<file path="src/rtl/writeback_arbiter.sv">
// Write-back stage: per-source result FIFOs, round-robin arbitration
// onto the single register-file write port, plus a RAW pending query.

module wb_fifo #(
  parameter int DW    = 32,
  parameter int AW    = 5,
  parameter int DEPTH = 4,
  parameter int PW    = $clog2(DEPTH),
  parameter int CW    = $clog2(DEPTH+1)
) (
  input  logic          clk,
  input  logic          rst,
  input  logic          push_i,
  input  logic [AW-1:0] addr_i,
  input  logic [DW-1:0] data_i,
  input  logic          pop_i,
  output logic [AW-1:0] head_addr_o,
  output logic [DW-1:0] head_data_o,
  output logic [CW-1:0] count_o,
  output logic          full_o,
  input  logic [AW-1:0] q_addr_i,
  output logic          q_hit_o
);

  logic [AW-1:0] addr_q [DEPTH];
  logic [DW-1:0] data_q [DEPTH];
  logic [PW-1:0] wr_q, wr_d;
  logic [PW-1:0] rd_q, rd_d;
  logic [CW-1:0] count_q, count_d;
  logic [PW-1:0] off;

  always_ff @(posedge clk) begin
    if (push_i) begin
      addr_q[wr_q] <= addr_i;
      data_q[wr_q] <= data_i;
    end
  end

  always_ff @(posedge clk or posedge rst) begin
    if (rst) begin
      wr_q    <= '0;
      rd_q    <= '0;
      count_q <= '0;
    end else begin
      wr_q    <= wr_d;
      rd_q    <= rd_d;
      count_q <= count_d;
    end
  end

  // Power-of-2 depth lets pointers wrap by plain overflow.
  always_comb begin
    wr_d    = push_i ? wr_q + 1'b1 : wr_q;
    rd_d    = pop_i  ? rd_q + 1'b1 : rd_q;
    count_d = count_q + CW'(push_i) - CW'(pop_i);
  end

  // A slot is live when its distance from the read pointer is below occupancy.
  always_comb begin
    q_hit_o = 1'b0;
    off     = '0;
    for (int i = 0; i < DEPTH; i++) begin
      off = PW'(i) - rd_q;
      if ((CW'(off) < count_q) && (addr_q[i] == q_addr_i))
        q_hit_o = 1'b1;
    end
  end

  assign head_addr_o = addr_q[rd_q];
  assign head_data_o = data_q[rd_q];
  assign count_o     = count_q;
  assign full_o      = (count_q == CW'(DEPTH));

endmodule

module writeback_arbiter #(
  parameter int DATA_W = 32,
  parameter int ADDR_W = 5,
  parameter int DEPTH  = 4,
  parameter int CW     = $clog2(DEPTH+1)
) (
  input  logic              clk,
  input  logic              rst,
  input  logic              alu_valid,
  output logic              alu_ready,
  input  logic [ADDR_W-1:0] alu_addr,
  input  logic [DATA_W-1:0] alu_data,
  input  logic              lsu_valid,
  output logic              lsu_ready,
  input  logic [ADDR_W-1:0] lsu_addr,
  input  logic [DATA_W-1:0] lsu_data,
  output logic              w_enable,
  output logic [ADDR_W-1:0] w_addr,
  output logic [DATA_W-1:0] w_data,
  input  logic [ADDR_W-1:0] q_addr,
  output logic              q_pending,
  output logic [CW-1:0]     alu_count,
  output logic [CW-1:0]     lsu_count
);

  localparam logic GNT_ALU = 1'b0;
  localparam logic GNT_LSU = 1'b1;

  logic              alu_full, lsu_full;
  logic              alu_push, lsu_push;
  logic              alu_pop, lsu_pop;
  logic              alu_hit, lsu_hit;
  logic [ADDR_W-1:0] alu_haddr, lsu_haddr;
  logic [DATA_W-1:0] alu_hdata, lsu_hdata;
  logic              last_q, last_d;
  logic              we_q, we_d;
  logic [ADDR_W-1:0] wa_q, wa_d;
  logic [DATA_W-1:0] wd_q, wd_d;
  logic              alu_ne, lsu_ne;

  assign alu_ready = ~rst & ~alu_full;
  assign lsu_ready = ~rst & ~lsu_full;
  assign alu_push  = alu_valid & alu_ready;
  assign lsu_push  = lsu_valid & lsu_ready;

  wb_fifo #(.DW(DATA_W), .AW(ADDR_W), .DEPTH(DEPTH)) u_alu_fifo (
    .clk         (clk),
    .rst         (rst),
    .push_i      (alu_push),
    .addr_i      (alu_addr),
    .data_i      (alu_data),
    .pop_i       (alu_pop),
    .head_addr_o (alu_haddr),
    .head_data_o (alu_hdata),
    .count_o     (alu_count),
    .full_o      (alu_full),
    .q_addr_i    (q_addr),
    .q_hit_o     (alu_hit)
  );

  wb_fifo #(.DW(DATA_W), .AW(ADDR_W), .DEPTH(DEPTH)) u_lsu_fifo (
    .clk         (clk),
    .rst         (rst),
    .push_i      (lsu_push),
    .addr_i      (lsu_addr),
    .data_i      (lsu_data),
    .pop_i       (lsu_pop),
    .head_addr_o (lsu_haddr),
    .head_data_o (lsu_hdata),
    .count_o     (lsu_count),
    .full_o      (lsu_full),
    .q_addr_i    (q_addr),
    .q_hit_o     (lsu_hit)
  );

  // Occupancy is registered, so a fresh push is never popped in its own cycle.
  assign alu_ne = (alu_count != '0);
  assign lsu_ne = (lsu_count != '0);

  always_comb begin
    alu_pop = 1'b0;
    lsu_pop = 1'b0;
    last_d  = last_q;
    if (alu_ne && lsu_ne) begin
      if (last_q == GNT_LSU) begin
        alu_pop = 1'b1;
        last_d  = GNT_ALU;
      end else begin
        lsu_pop = 1'b1;
        last_d  = GNT_LSU;
      end
    end else if (alu_ne) begin
      alu_pop = 1'b1;
    end else if (lsu_ne) begin
      lsu_pop = 1'b1;
    end
  end

  always_comb begin
    we_d = alu_pop | lsu_pop;
    wa_d = wa_q;
    wd_d = wd_q;
    if (alu_pop) begin
      wa_d = alu_haddr;
      wd_d = alu_hdata;
    end else if (lsu_pop) begin
      wa_d = lsu_haddr;
      wd_d = lsu_hdata;
    end
  end

  always_ff @(posedge clk or posedge rst) begin
    if (rst) begin
      last_q <= GNT_LSU;
      we_q   <= 1'b0;
      wa_q   <= '0;
      wd_q   <= '0;
    end else begin
      last_q <= last_d;
      we_q   <= we_d;
      wa_q   <= wa_d;
      wd_q   <= wd_d;
    end
  end

  assign w_enable  = we_q;
  assign w_addr    = wa_q;
  assign w_data    = wd_q;
  assign q_pending = alu_hit | lsu_hit | (we_q && (wa_q == q_addr));

endmodule

</file>
<file path="config.mk">
export PLATFORM = sky130hd
export DESIGN_NAME = writeback_arbiter
export DESIGN_NICKNAME = d
export VERILOG_FILES = /design/src/rtl/writeback_arbiter.sv
export SDC_FILE = /design/constraint.sdc
export NUM_CORES = 1
export LEC_CHECK = 0
export ABC_CLOCK_PERIOD_IN_PS = 2490
export CORE_ASPECT_RATIO = 0.75
export CORE_MARGIN = 8
export CORE_UTILIZATION = 52
export DETAILED_ROUTE_END_ITERATION = 6
export PLACE_DENSITY = 0.82
export SYNTH_ARGS = -nofsm -noshare
export SYNTH_HDL_FRONTEND = slang
export SYNTH_SLANG_ARGS = --single-unit
</file>
<file path="constraint.sdc">
create_clock -name clk -period 2.49 [get_ports clk]
set_clock_uncertainty 0.2 [all_clocks]
set_input_delay 0.498 -clock clk [delete_from_list [all_inputs] [get_ports clk]]
set_output_delay 0.498 -clock clk [all_outputs]
set_load 0.02 [all_outputs]
</file>
## Yosys cells after proc, flatten, opt, wreduce, memory -nomap -nowiden

Memories as Yosys holds them, arrays and structs flattened.
Index checks and enable logic that the tools add are counted.

- Register bits after elaboration: 53
- RAM bits: 296
- Input bits: 83
- Output and inout port bits: 47
- Word-level logic and storage cells: 95
- Memories: 4

- Add/sub/neg operators: 16
- $lt $le $gt $ge: 8
- Eq/ne operators: 11
- Mux-type cells: 23
- Bitwise gates (word level): 10
- Reduce and logical (&&, ||, !) cells: 13

Memory list:

| memory | words | bits a word | rd ports | clocked after memory_dff | write ports | RTL line | source |
|---|---|---|---|---|---|---|---|
| u_alu_fifo.data_q | 4 | 32 | 1 | 0 | 1 | 26 | `logic [DW-1:0] data_q [DEPTH];` |
| u_lsu_fifo.data_q | 4 | 32 | 1 | 0 | 1 | 26 |  |
| u_alu_fifo.addr_q | 4 | 5 | 5 | 0 | 1 | 25 | `logic [AW-1:0] addr_q [DEPTH];` |
| u_lsu_fifo.addr_q | 4 | 5 | 5 | 0 | 1 | 25 |  |

Operator list:

| cell | count |
|---|---|
| two-way mux 32 bit | 2 |
| == test 5 bit | 9 |
| < comparator 2 x 3 -> 1 bit | 8 |
| two-way mux 1 bit | 19 |
| logical AND 1 bit | 10 |
| two-way mux 5 bit | 2 |
| adder 2 x 1 -> 2 bit, second input constant | 4 |
| subtractor 1 x 2 -> 2 bit, first input constant | 4 |
| subtractor 2 bit, first input constant | 4 |
| adder 3 x 1 -> 3 bit | 2 |
| == test 3 bit, second input constant | 2 |
| nonzero test 3 bit | 2 |
| subtractor 3 x 1 -> 3 bit | 2 |
| AND 1 bit | 4 |
| NOT 1 bit | 3 |
| OR 1 bit | 3 |
| nonzero test 2 bit | 1 |

## Longest topological paths before layout

- Word-level depth: 9
- Depth in mapped cells: 10
- Mapped depth without buffers: 9

## By module

From an unflattened synthesis, not the netlist that was laid out.

- Cells, all modules: 700
- Area total of the unflattened synthesis: 14057.2 um2

By module, submodules not included:

| module | instances | cells each | area an instance (um2) | seq. area each (um2) |
|---|---|---|---|---|
| wb_fifo at u_alu_fifo | 1 | 275 | 6095.8 | 4619.4 |
| wb_fifo at u_lsu_fifo | 1 | 275 | 6082.1 | 4619.4 |
| writeback_arbiter | 1 | 150 | 1879.3 | 977.2 |

## Worst setup path after synthesis

Ideal clock, no wire load.

- Path kind: register to register
- Start point: register u_lsu_fifo.count_q[1] (netlist: u_lsu_fifo.count_o[1])
- End point: memory u_lsu_fifo.addr_q[0][0], enable pin
- Library setup time: 0.398 ns
- Arrival time: 2.312 ns
- Data required time: 1.892 ns
- Setup slack: -0.420 ns
- Cell stages (with the launch flop): 4
- Path buffers: 0
- Clock period less this slack: 2.910 ns
- Cells stage by stage: dfrtp_1 > inv_1 > a31oi_1 > and3_1

- Longest elaborated chain between the ends: 6

Ends and longest elaborated chain:

| item | RTL line | source |
|---|---|---|
| from (decl) | 29 | `logic [CW-1:0] count_q, count_d;` |
| from (signal assigned) | 47 | `count_q <= count_d;` |
| == test 3 bit | 72 | `assign full_o = (count_q == CW'(DEPTH));` |
| NOT 1 bit | 117 | `assign lsu_ready = ~rst & ~lsu_full;` |
| AND 1 bit | 117 |  |
| net lsu_ready | 89 | `output logic lsu_ready,` |
| AND 1 bit | 119 | `assign lsu_push = lsu_valid & lsu_ready;` |
| two-way mux 1 bit | 33 | `if (push_i) begin` |
| two-way mux 1 bit (not written as such) | 34 | `addr_q[wr_q] <= addr_i;` |
| to (decl) | 25 |  |

The timed path passes the listed nets, and every way through them passes these cells.

## Worst setup path after layout

- Start point: register u_lsu_fifo.rd_q[0]
- End point: output q_pending

- Longest elaborated chain between the ends: 9
- Elaborated cells between the ends (all ways): 18
- Those cells by class: add/sub (4); order compare (4); mux (4); bitwise (2); reduce/logical (4)

Ends and longest elaborated chain:

| item | RTL line | source |
|---|---|---|
| from (decl) | 28 | `logic [PW-1:0] rd_q, rd_d;` |
| from (signal assigned) | 46 | `rd_q <= rd_d;` |
| subtractor 1 x 2 -> 2 bit | 63 | `off = PW'(i) - rd_q;` |
| < comparator 2 x 3 -> 1 bit | 64 | `if ((CW'(off) < count_q) && (addr_q[i] == q_addr_i))` |
| logical AND 1 bit | 64 |  |
| two-way mux 1 bit (3 in a row) | 64 |  |
| two-way mux 1 bit (*) | 64 |  |
| OR 1 bit (*) (2 in a row) | 204 | `assign q_pending = alu_hit \| lsu_hit \| (we_q && (wa_q == q_addr));` |
| to (decl) | 96 | `output logic q_pending,` |

Every way passes the cells marked *; elsewhere a longest branch is shown, timed or not.

==> metrics.md <==
| Metric | Value |
|---|---|
| HP Class | flip-flop to flip-flop |
| Net Switching | 0.00686 W |
| Hold Violations, Final | 0 |
| GRT Total Usage | 0.202 |
| Io pins | 130 |
| Dpl cells | 1276 |
| H-tree levels | 2 |
| WL per Instance | 25.1 um |
| Final GP Congestion | around 0.86 |
| Clk root buf | clkbuf_16 |
| Synthesized area | 0.0143 mm^2 |
| CP Max Fanout | 2 |
| Via count | around 7700 |
| Hold Buf Count CTS | 0 |
| Fin cells | 1338 |
| Syn Nets | approximately 860 |
| Maximum achievable frequency | 317 MHz |
| Pwr dens | 1170 mW/mm^2 |
| Sequential Power Share | 0.381 |
| First-pass detailed-route iteration total | 5 |
| First-pass GRT wire length | 51.0 mm |
| Layout area overhead | 24.9% |
| Number of fillers in the final layout | ~1800 |
| Worst-path clk slew | ~0.07 ns |
| Clock sinks | 349 |
| Rel. slew slack | 0.608 |
| Fin worst setup slack | -0.663 ns |
| Clock Power Share | 0.237 |
| Critical Path Start Type | flip-flop |
| TritonCTS clock tree | yes |
| Final setup TNS | -0.663 ns |
| Commonest non-fill, non-tap cells in the layout | 296 x edfxtp_1, 125 x clkdlybuf4s50_1, 74 x mux4_2, 59 x buf_4, 46 x dfrtp_1 |
| Status | finished with violations |
| Die H | about 160 um |
| Rows | between 50 and 60 |
| DRT Wirelength | about 34 mm |
| Seq/Total Area, Yosys | 0.715 |
| RSZ-0062 raised after global routing | true |
| Port Buffers | ~130 |
| Die Area | ~0.033 mm^2 |
| Core region area | 0.0270 mm^2 |
| Vias per cell | 5.76 |
| Final #Nets | around 1100 |
| Ant. Diodes | 0 |
| Fraction of layout cells with a size suffix above 1 | 0.266 |
| Max Cap Viol | 0 |
| Slew Limit Fails | 0 |
| Internal power | 0.0140 W |
| Post-layout util | 0.661 |
| Die Wd | slightly above 200 um |
| Worst ir drop on vdd | about 0.73 mV |
| Post-Syn Area per Cell | between 15 and 20 um^2 |
| Clk Latency, worst-skew pair | approximately 0.52 ns |
| Sw frac | 0.329 |
| Post-Syn Instances | roughly 750 |
| Yosys warns | 0 |
| GRT overflow | 0 |
| Final period util | 1.27 |
| Clock Tree Buf Depth | 3 |
| Worst Path Class, Setup | flip-flop to output pin |
| Distinct cells, synth | 44 |
| CP arrival | about 2.5 ns |
| Post-route ant nets | 0 |
| Post-Layout Inst Area | approximately 0.018 mm^2 |
| Leak Pwr | roughly 6.2 nW |
| Vias in the first global route | approximately 8200 |
| Slew @ Worst Pin | 0.587 ns |
| Failing checks | negative setup slack |
| Hpwl dp | ~23 mm |
| Comb pwr share | 0.382 |
| Count of final setup violators | 1 |
| Register bit count reported by yosys | roughly 350 |
| Pin count of the biggest net entering global routing | 54 |
| WP data required | ~1.8 ns |
| Most common cell after layout, fill and taps aside | edfxtp_1 |
| Initial core utilization | 0.529 |
| Post-CTS Setup Inserts | 0 |
| Initial antenna violation count | 2 |
| CTS buffer count | 34 |
| Crit path capture type | output pin |
| Min Clock Period, post-route | around 3.2 ns |
| Placed instance area | between 0.015 and 0.02 mm^2 |
| DR iter-0 viols | 593 |
| Pre-CTS setup slack | -0.888 ns |
| DRC Markers | 0 |
critical path: stages, from the launching register on:
cell	delay (ns)
dfrtp_2	0.42
xnor2_2	0.17
inv_1	0.06
ha_1	0.29
a21oi_2	0.06
o2111ai_1	0.16
nand3_1	0.10
or4_4	0.53
buf_6	0.15
cells by family (layout without fill, tap and decap cells):
logic type | Yosys count | after routing | share of synthesized area
flip-flops | 349 | 349 | 0.715
XOR/XNOR | 58 | 58 | 0.0355
AO/OA/AOI/OAI | 100 | 100 | 0.0413
adder cells (fa/ha/maj) | 22 | 22 | 0.0203
buffers and inverters | 59 | 294 | 0.0235
multiplexers | 92 | 92 | 0.129
AND/OR/NAND/NOR | 72 | 72 | 0.0352
synth_stat cells (all sizes together):
library cell	count	area, um^2
a21oi	28	140
a22oi	19	143
a311oi	1	8.76
a31oi	2	12.5
and2	2	12.5
and3	8	50.1
buf	31	220
clkbuf	8	40.0
dfrtp	52	1300
dfstp	1	26.3
edfxtp	296	8890
fa	2	40.0
ha	20	250
inv	20	75.1
mux2i	18	180
mux4	74	1670
nand2	24	90.1
nand2b	2	12.5
nand3	3	20.0
nand4	2	12.5
nor2	3	18.8
nor2b	19	231
nor3	6	35.0
nor4	1	6.26
o2111ai	6	58.8
o21ai	41	205
o31ai	3	22.5
or3	1	6.26
or4	1	7.51
xnor2	28	245
xor2	30	263
metrics by stage:
step,hold slack [ns],total power (W)
floorplan,0.362,0.0129
global route,0.350,0.0219
global placement,0.269,0.0157
CTS,0.303,0.0210
finish,0.302,0.0208
detailed placement,0.288,0.0160
sequential cells by signal, summed over array words and instances, names as in the netlist:
name	flops
last_q	1
u_alu_fifo.addr_q	20
u_alu_fifo.count_o	3
u_alu_fifo.data_q	128
u_alu_fifo.rd_q	2
u_alu_fifo.wr_q	2
u_lsu_fifo.addr_q	20
u_lsu_fifo.count_o	3
u_lsu_fifo.data_q	128
u_lsu_fifo.rd_q	2
u_lsu_fifo.wr_q	2
w_addr	5
w_data	32
w_enable	1
final timing paths:
| kind | start | endpoint | slack, ns | cells past startpoint |
|---|---|---|---|---|
| max | u_lsu_fifo.rd_q[0] | q_pending | -0.66 | 8 |
| min | w_data[29] | w_data[29] | 0.30 | 2 |
| max reg2reg | u_lsu_fifo.count_o[2] | u_alu_fifo.count_o[2] | 0.14 | 10 |
| min reg2reg | w_data[29] | w_data[29] | 0.30 | 2 |
| max in group asynchronous | rst | last_q | 1.40 | 3 |
| min in group asynchronous | rst | u_alu_fifo.wr_q[1] | 0.34 | 3 |
layer usage:
layer,GRT usage,routed length [um],vias to the layer above
li1,-,-,3392
met1,0.266,13800,3938
met2,0.337,16500,318
met3,0.0439,2440,58
met4,0.0558,767,4
met5,0,24,-
what timing repair did:
action / 4_1_cts / 5_1_grt
gates resized for setup: 18 / 10
endpoints found under the setup margin: 27 / 15
pin swaps: 7 / 6
endpoints found under the hold margin: 0 / 0
cell type report:
| cell class | instances | area, um^2 | share of cell area |
|---|---|---|---|
| clock inverter | 15 | 108 | 0.00603 |
| clock buffer | 47 | 971 | 0.0544 |
| multi-input combinational | 344 | 3850 | 0.216 |
| sequential | 349 | 10200 | 0.573 |
| tap | 351 | 439 | 0.0246 |
| timing repair buffer | 212 | 2190 | 0.122 |
| inverter | 20 | 75.1 | 0.00420 |
power by group through the flow:
stage	Clock, W	Sequential, W	Combinational [W]
after CTS	0.00500	0.00794	0.00804
after detailed placement	0	0.00804	0.00793
after global placement	0	0.00800	0.00772
after floorplan	0	0.00830	0.00464
after global routing	0.00523	0.00803	0.00861
final	0.00493	0.00795	0.00796
Power figures use the tool's default switching activity.
